<file path="config.mk">
export PLATFORM = sky130hd
export DESIGN_NAME = video_timing_ctrl
export DESIGN_NICKNAME = d
export VERILOG_FILES = /design/src/rtl/vtc_pkg.sv /design/src/rtl/vtc_axis.sv /design/src/rtl/video_timing_ctrl.sv
export SDC_FILE = /design/constraint.sdc
export NUM_CORES = 1
export LEC_CHECK = 0
export BUFFER_PORTS_ARGS = -buffer_cell sky130_fd_sc_hd__buf_2
export CAP_MARGIN = 15
export CORE_ASPECT_RATIO = 1.4
export CORE_MARGIN = 4
export CORE_UTILIZATION = 57
export DETAILED_ROUTE_END_ITERATION = 6
export GPL_ROUTABILITY_DRIVEN = 0
export PLACE_DENSITY_LB_ADDON = 0.08
export SLEW_MARGIN = 5
export SYNTH_ARGS = -nofsm -noshare
export SYNTH_HDL_FRONTEND = slang
export SYNTH_HIERARCHICAL = 1
export SYNTH_SLANG_ARGS = --single-unit
</file>
<file path="constraint.sdc">
create_clock -name i_clk -period 3.35 [get_ports i_clk]
set_clock_uncertainty 0.2 [all_clocks]
set_input_delay 0.335 -clock i_clk [delete_from_list [all_inputs] [get_ports i_clk]]
set_output_delay 0.335 -clock i_clk [all_outputs]
set_load 0.05 [all_outputs]
</file>
<file path="src/rtl/vtc_pkg.sv">
// Shared definitions for the video timing controller: axis state encoding,
// coordinate width and the TMDS channel-0 control symbol layout.
package vtc_pkg;

    localparam int COORD_W = 12;

    typedef enum logic [1:0] {
        ACTIVE = 2'd0,
        FRONT  = 2'd1,
        SYNC   = 2'd2,
        BACK   = 2'd3
    } axis_state_t;

    // Channel-0 control symbol, ordered {vsync, hsync}.
    typedef struct packed {
        logic vsync;
        logic hsync;
    } ctrl_t;

    function automatic axis_state_t next_segment(input axis_state_t s);
        case (s)
            ACTIVE:  return FRONT;
            FRONT:   return SYNC;
            SYNC:    return BACK;
            default: return ACTIVE;
        endcase
    endfunction

endpackage

</file>
<file path="src/rtl/vtc_axis.sv">
// One raster axis: ACTIVE -> FRONT -> SYNC -> BACK sequencer with a segment
// counter that advances on step and flags the BACK -> ACTIVE wrap.
module vtc_axis
    import vtc_pkg::*;
#(
    parameter int L_ACTIVE = 640,
    parameter int L_FRONT  = 16,
    parameter int L_SYNC   = 96,
    parameter int L_BACK   = 48
) (
    input  logic               clk,
    input  logic               rst,
    input  logic               step,
    output axis_state_t        state,
    output logic [COORD_W-1:0] count,
    output logic               wrap
);

    axis_state_t        state_d;
    logic [COORD_W-1:0] count_d;
    logic               seg_last;

    // NOTE: every always_comb output gets a default first so no path leaves it unassigned (no latch).
    always_comb begin
        seg_last = 1'b0;
        case (state)
            ACTIVE: seg_last = (count == COORD_W'(L_ACTIVE - 1));
            FRONT:  seg_last = (count == COORD_W'(L_FRONT - 1));
            SYNC:   seg_last = (count == COORD_W'(L_SYNC - 1));
            BACK:   seg_last = (count == COORD_W'(L_BACK - 1));
            default: seg_last = 1'b0;
        endcase
    end

    always_comb begin
        state_d = state;
        count_d = count;
        if (step) begin
            if (seg_last) begin
                state_d = next_segment(state);
                count_d = '0;
            end else begin
                count_d = count + COORD_W'(1);
            end
        end
    end

    assign wrap = step && seg_last && (state == BACK);

    // NOTE: state registers use non-blocking assignments so all flops update from pre-edge values.
    always_ff @(posedge clk or posedge rst) begin
        if (rst) begin
            state <= ACTIVE;
            count <= '0;
        end else begin
            state <= state_d;
            count <= count_d;
        end
    end

endmodule

</file>
<file path="src/rtl/video_timing_ctrl.sv">
// Raster sequencer for the HDMI TMDS encoders: data enable, sync controls and
// pixel coordinates. Define VTC_LOOKAHEAD_EN to make pix_req/x/y lead o_de by one cycle.
module video_timing_ctrl
    import vtc_pkg::*;
#(
    parameter int   H_ACTIVE = 640,
    parameter int   H_FP     = 16,
    parameter int   H_SYNC   = 96,
    parameter int   H_BP     = 48,
    parameter int   V_ACTIVE = 480,
    parameter int   V_FP     = 10,
    parameter int   V_SYNC   = 2,
    parameter int   V_BP     = 33,
    parameter logic H_POL    = 1'b0,
    parameter logic V_POL    = 1'b0
) (
    input  logic               i_clk,
    input  logic               i_rst,
    input  logic               i_en,
    output logic               o_de,
    output logic               o_hsync,
    output logic               o_vsync,
    output logic [1:0]         o_ctrl,
    output logic               o_pix_req,
    output logic [COORD_W-1:0] o_x,
    output logic [COORD_W-1:0] o_y,
    output logic               o_line_start,
    output logic               o_frame_start
);

    axis_state_t        h_state, v_state;
    logic [COORD_W-1:0] h_count, v_count;
    logic               h_wrap, v_wrap_unused;
    logic               cur_active;
    ctrl_t              ctrl_q;

    vtc_axis #(
        .L_ACTIVE(H_ACTIVE), .L_FRONT(H_FP), .L_SYNC(H_SYNC), .L_BACK(H_BP)
    ) u_h_axis (
        .clk(i_clk), .rst(i_rst), .step(i_en),
        .state(h_state), .count(h_count), .wrap(h_wrap)
    );

    // The vertical axis steps once per line; its own wrap has no consumer.
    vtc_axis #(
        .L_ACTIVE(V_ACTIVE), .L_FRONT(V_FP), .L_SYNC(V_SYNC), .L_BACK(V_BP)
    ) u_v_axis (
        .clk(i_clk), .rst(i_rst), .step(h_wrap),
        .state(v_state), .count(v_count), .wrap(v_wrap_unused)
    );

    assign cur_active = (h_state == ACTIVE) && (v_state == ACTIVE);

    always_ff @(posedge i_clk or posedge i_rst) begin
        if (i_rst) begin
            o_de          <= 1'b0;
            o_line_start  <= 1'b0;
            o_frame_start <= 1'b0;
            ctrl_q        <= '{vsync: ~V_POL, hsync: ~H_POL};
        end else if (i_en) begin
            o_de          <= cur_active;
            o_line_start  <= cur_active && (h_count == '0);
            o_frame_start <= cur_active && (h_count == '0) && (v_count == '0);
            ctrl_q.hsync  <= (h_state == SYNC) ? H_POL : ~H_POL;
            ctrl_q.vsync  <= (v_state == SYNC) ? V_POL : ~V_POL;
        end
    end

    assign o_hsync = ctrl_q.hsync;
    assign o_vsync = ctrl_q.vsync;
    assign o_ctrl  = ctrl_q;

`ifdef VTC_LOOKAHEAD_EN
    // The axis registers already hold the position the next o_de cycle will report,
    // so the request is decoded straight from them; started blanks it until the first step.
    logic started;

    always_ff @(posedge i_clk or posedge i_rst) begin
        if (i_rst)
            started <= 1'b0;
        else if (i_en)
            started <= 1'b1;
    end

    assign o_pix_req = started && cur_active;
    assign o_x       = o_pix_req ? h_count : '0;
    assign o_y       = o_pix_req ? v_count : '0;
`else
    always_ff @(posedge i_clk or posedge i_rst) begin
        if (i_rst) begin
            o_pix_req <= 1'b0;
            o_x       <= '0;
            o_y       <= '0;
        end else if (i_en) begin
            o_pix_req <= cur_active;
            o_x       <= cur_active ? h_count : '0;
            o_y       <= cur_active ? v_count : '0;
        end
    end
`endif

endmodule

</file>
* After elaboration in Yosys (flattened, before gate mapping)
Index checks and enable logic that the tools add are counted.
** Storage, ports and cells
- Bits in registers :: 57
- Latch bits :: 0
- Bits in writable memories :: 0
- Memory bits (read-only) :: 0
- Input port bits :: 3
- Output and inout port bits :: 32
- Word-level logic and storage cells :: 48
- Memories :: 0
** Operators by class
- Add/subtract/negate cells :: 2
- Multiply operators :: 0
- Divide/modulo/power cells :: 0
- $lt $le $gt $ge :: 0
- Equality and inequality tests :: 14
- Shift operators :: 0
- Mux-type cells :: 10
- Bitwise gates (word level) :: 0
- Reductions and logical operators :: 11
** Operators with widths (number)
- two-way mux 12 bit :: 4
- adder 12 x 1 -> 12 bit (second input constant) :: 2
- == test 12 x 4 -> 1 bit (second input constant) :: 2
- == test 12 x 6 -> 1 bit (second input constant) :: 2
- logical NOT 12 bit :: 2
- == test 12 x 1 -> 1 bit (second input constant) :: 1
- == test 12 x 10 -> 1 bit (second input constant) :: 1
- == test 12 x 7 -> 1 bit (second input constant) :: 1
- == test 12 x 9 -> 1 bit (second input constant) :: 1
- one-hot mux 2 bit (3 select lines) :: 2
- == test 2 bit (second input constant) :: 4
- one-hot mux 1 bit (4 select lines) :: 2
- logical AND 1 bit :: 5
- == test 2 x 1 -> 1 bit (second input constant) :: 2
- logical NOT 2 bit :: 2
- AND reduction 2 bit :: 2
- two-way mux 1 bit :: 2

* Longest topological paths before layout
- Depth after elaboration :: 5
- Depth in mapped cells :: 11
- Depth with buffers taken out :: 9

* Modules after synthesis
Netlist, hierarchy kept.
** By module, submodules not included
- video_timing_ctrl :: times used 1, cells an instance 81, area each 1117.3 um2, sequential area each 728.2 um2
- vtc_axis (u_v_axis) :: times used 1, cells an instance 80, area each 808.3 um2, sequential area each 350.3 um2
- vtc_axis (u_h_axis) :: times used 1, cells an instance 71, area each 775.7 um2, sequential area each 350.3 um2

* Least setup slack after synthesis
Ideal clock, no wire load.
- Path kind :: flip-flop to flip-flop
- Start :: register u_h_axis.state[0]
- End :: register u_v_axis.state[1]
- Library setup time :: 125 ps
- Arrival time :: 2405 ps
- Required time :: 3025 ps
- Setup slack :: 621 ps
- Stages on the path, launching flop included :: 11
- Buffers on the path :: 1
- Period minus slack after synthesis :: 2729 ps
- Cell sequence :: dfrtp_1 > inv_1 > ha_1 > xor2_1 > nand3_1 > nor4b_1 > buf_2 > nor4b_1 > o211ai_1 > a221oi_2 > mux2_2
** Between the ends
- Cells in the longest elaborated chain, start to end :: 5
- Elaborated cells on any way between the ends :: 8
- Those cells by class :: 3 x eq/ne; 1 x mux; 4 x reduce/logical
** Ends and longest elaborated chain
- start: declaration :: RTL line vtc_axis.sv:14 : output axis_state_t state,
- start signal: assignment :: RTL line vtc_axis.sv:56 : state <= state_d;
- == test 2 bit, or another cell as far along :: RTL line vtc_axis.sv:26, vtc_axis.sv:48
- one-hot mux 1 bit (4 select lines) :: RTL line vtc_axis.sv:26 : case (state)
- logical AND 1 bit :: RTL line vtc_axis.sv:48 : assign wrap = step && seg_last && (state == BACK);
- logical AND 1 bit * :: RTL line vtc_axis.sv:48
- net h_wrap :: RTL line video_timing_ctrl.sv:33 : logic h_wrap, v_wrap_unused;
- AND reduction 2 bit (no source line) *
- end signal: assignment :: RTL line vtc_axis.sv:56
- end: declaration :: RTL line vtc_axis.sv:14
The timed path passes the listed nets; every way through them passes the cells marked *.
A chain may end at the register's enable or synchronous reset.

* Worst setup path in the final report
- Start :: register u_h_axis.state[0]
- End :: register u_v_axis.state[0]
The elaborated chain is that of the path after synthesis.

==> reports/metrics.csv <==
stage,metric,value,unit
global_routing,largest net degree at the start of global routing,30,
clock_network,H-tree levels,3,
clock_network,CTS root buf,clkbuf_8,
worst_setup_path,"critical path fanouts, max",10,
routing,# DRC,0,
timing,"Worst Setup Slack, final",505.6,ps
pwr,Comb pwr share,0.180,
routing,WL final,5.843,mm
timing,Hold Fails Final Rpt,0,
global_routing,Total GRT Usage,0.2259,
finish,ant diodes,0,
die,die area,0.005908,sq mm
die,Ports,35,
timing,fmax,351.6,MHz
finish,Final Non-Filler Cells,338,
routing,Pre-Repair DR Iteration Count,4,
clock_network,CTS tree,yes,
yosys,Gate Count Post-Synth,231,
timing,Final Cycle Share,0.8491,
clock_network,clock latency on the worst-skew pair,340,ps
pwr,Lkg Pwr,1.578,nW
worst_setup_path,endpoint class of the critical path,flop,
pwr,cell internal pwr,1.235,mW
die,core area,0.004572,sq mm
worst_setup_path,crit start category,flop,
worst_setup_path,WS Path Type,flop to flop,
flow_run,MaxCap Viol Count,0,
clock_network,TritonCTS Buffers,9,
timing,RSZ-0062 raised after global routing,false,
place,buffers added on ports,34,
worst_hold_path,Hold WC Path Type,input port to flop,
place,Placed Cells,320,
pwr,VDD IR max,0.4399,mV
timing,Final Hold Slack,198.0,ps
place,HPWL Detailed,3.897,mm
clock_network,clk buf depth,2,
worst_setup_path,WP data arrival,2910,ps
global_routing,first-pass GRT wire length,9.908,mm
place,DP Worst Slack,570.9,ps
routing,Via-to-Cell Ratio,5.648,
clock_network,Clock Sinks,57,
routing,Initial DRC Count,187,
finish,"most common cell after layout, fill and taps aside",dfrtp_1,
routing,WL/cell,17.29,um
timing,max-slew violations,0,
global_routing,vias in the first global route,2008,
finish,Synth-to-Final Area Change,16.53,%
timing,setup TNS,0,ps
pwr,clock power share,0.344,
finish,Layout Nets,284,
global_routing,initial antenna violation count,0,
clock_network,clock-pin slew on the worst setup and hold paths,60,ps
timing,fin crit period,2844,ps
die,cell row count,29,
clock_network,post-CTS setup repair buffer count,0,
pwr,P_sw,0.5543,mW
yosys,syn avg cell area,11.67,sq um
yosys,synthesized area,0.002695,sq mm
worst_setup_path,Worst EP required,3410,ps
finish,most frequent cells in the layout,"55 x dfrtp_1, 34 x buf_2, 23 x a22o_1, 23 x nor2_1, 16 x xnor2_1",
global_routing,grt ovf,0,
pwr,PD cells,569.9,mW/mm^2
status,status,"complete, no violations",
timing,worst slew pin tran,926.5,ps
finish,share of cells above drive strength 1,0.2355,
die,DIE WIDTH,66.12,um
die,initial core utilization,0.5895,
pwr,Seq pwr share,0.476,
routing,Routed Antenna Nets,0,
pwr,switching share of power,0.3097,
yosys,syn_nets,244,
routing,Via Count,1909,
yosys,YS warnings,6,
die,Die Y,89.36,um
timing,Setup Viol. Count Final,0,
timing,Slew headroom,0.3823,
==> routing by layer <==
layer / wire, um / GRT usage / vias to the layer above
li1: - / - / 910
met3: 196 / 0.05660 / 14
met5: 0 / 0 / -
met1: 2419 / 0.2664 / 941
met2: 3069 / 0.3767 / 44
met4: 158 / 0.1220 / 0
==> path summary, 6_finish.rpt <==
path	startpoint	endpoint	slack [ps]	cells after the start
worst max-delay path	u_h_axis/state[0]	u_v_axis/state[0]	510	10
worst min-delay path	i_en	o_vsync	200	3
worst max register to register	u_h_axis/state[0]	u_v_axis/state[0]	510	10
worst min register to register	o_de	o_de	290	1
max in group asynchronous	i_rst	o_x[2]	2030	4
min in group asynchronous	i_rst	u_v_axis/count[2]	410	3
==> final cells by class <==
type	instances	area, sq um
fill	348	1431
sequential	57	1429
multi-input combinational	153	1169
timing repair buffer	39	230.2
clock buffer	15	186.4
tap	62	77.57
inverter	11	41.29
clock inverter	1	7.507
==> critical path, cell delays in order (launching register included) <==
cell	delay (ps)
dfrtp_1	420
inv_1	100
ha_1	320
xor2_1	220
nand3_1	120
nor4b_1	320
nor4b_1	270
o211ai_1	160
a221oi_2	230
buf_4	220
mux2i_1	180
==> power by group through the flow <==
stage / Clock, mW / Sequential, mW / Combinational (mW)
after global routing: 0.652 / 0.865 / 0.359
after detailed placement: 0 / 0.864 / 0.307
after global placement: 0 / 0.859 / 0.296
after floorplan: 0 / 0.840 / 0.249
after CTS: 0.622 / 0.851 / 0.320
final: 0.615 / 0.852 / 0.322
==> what timing repair did <==
item | CTS | global route
hold endpoints to repair | 28 | 0
setup endpoints to repair | 0 | 0
resized for setup | 0 | 0
hold buffers | 1 | 0
==> per-stage QoR <==
stage                     area, sq um  utilization  total power, mW
after floorplan                  2695            -            1.089
after global placement           2909       0.6363            1.155
after detailed placement         2909       0.6363            1.171
after CTS                        3113       0.6809            1.793
after global routing             3141       0.6869            1.876
final                            3141       0.6869            1.790
==> state kept, by name (all words and copies together), names as in the netlist <==
name and flops:
u_h_axis/state 2, o_de 1, o_x 12, o_hsync 1, o_frame_start 1, u_v_axis/count 12
o_line_start 1, o_vsync 1, u_h_axis/count 12, u_v_axis/state 2, o_y 12
Note: power is estimated with default switching activity, not from simulation.
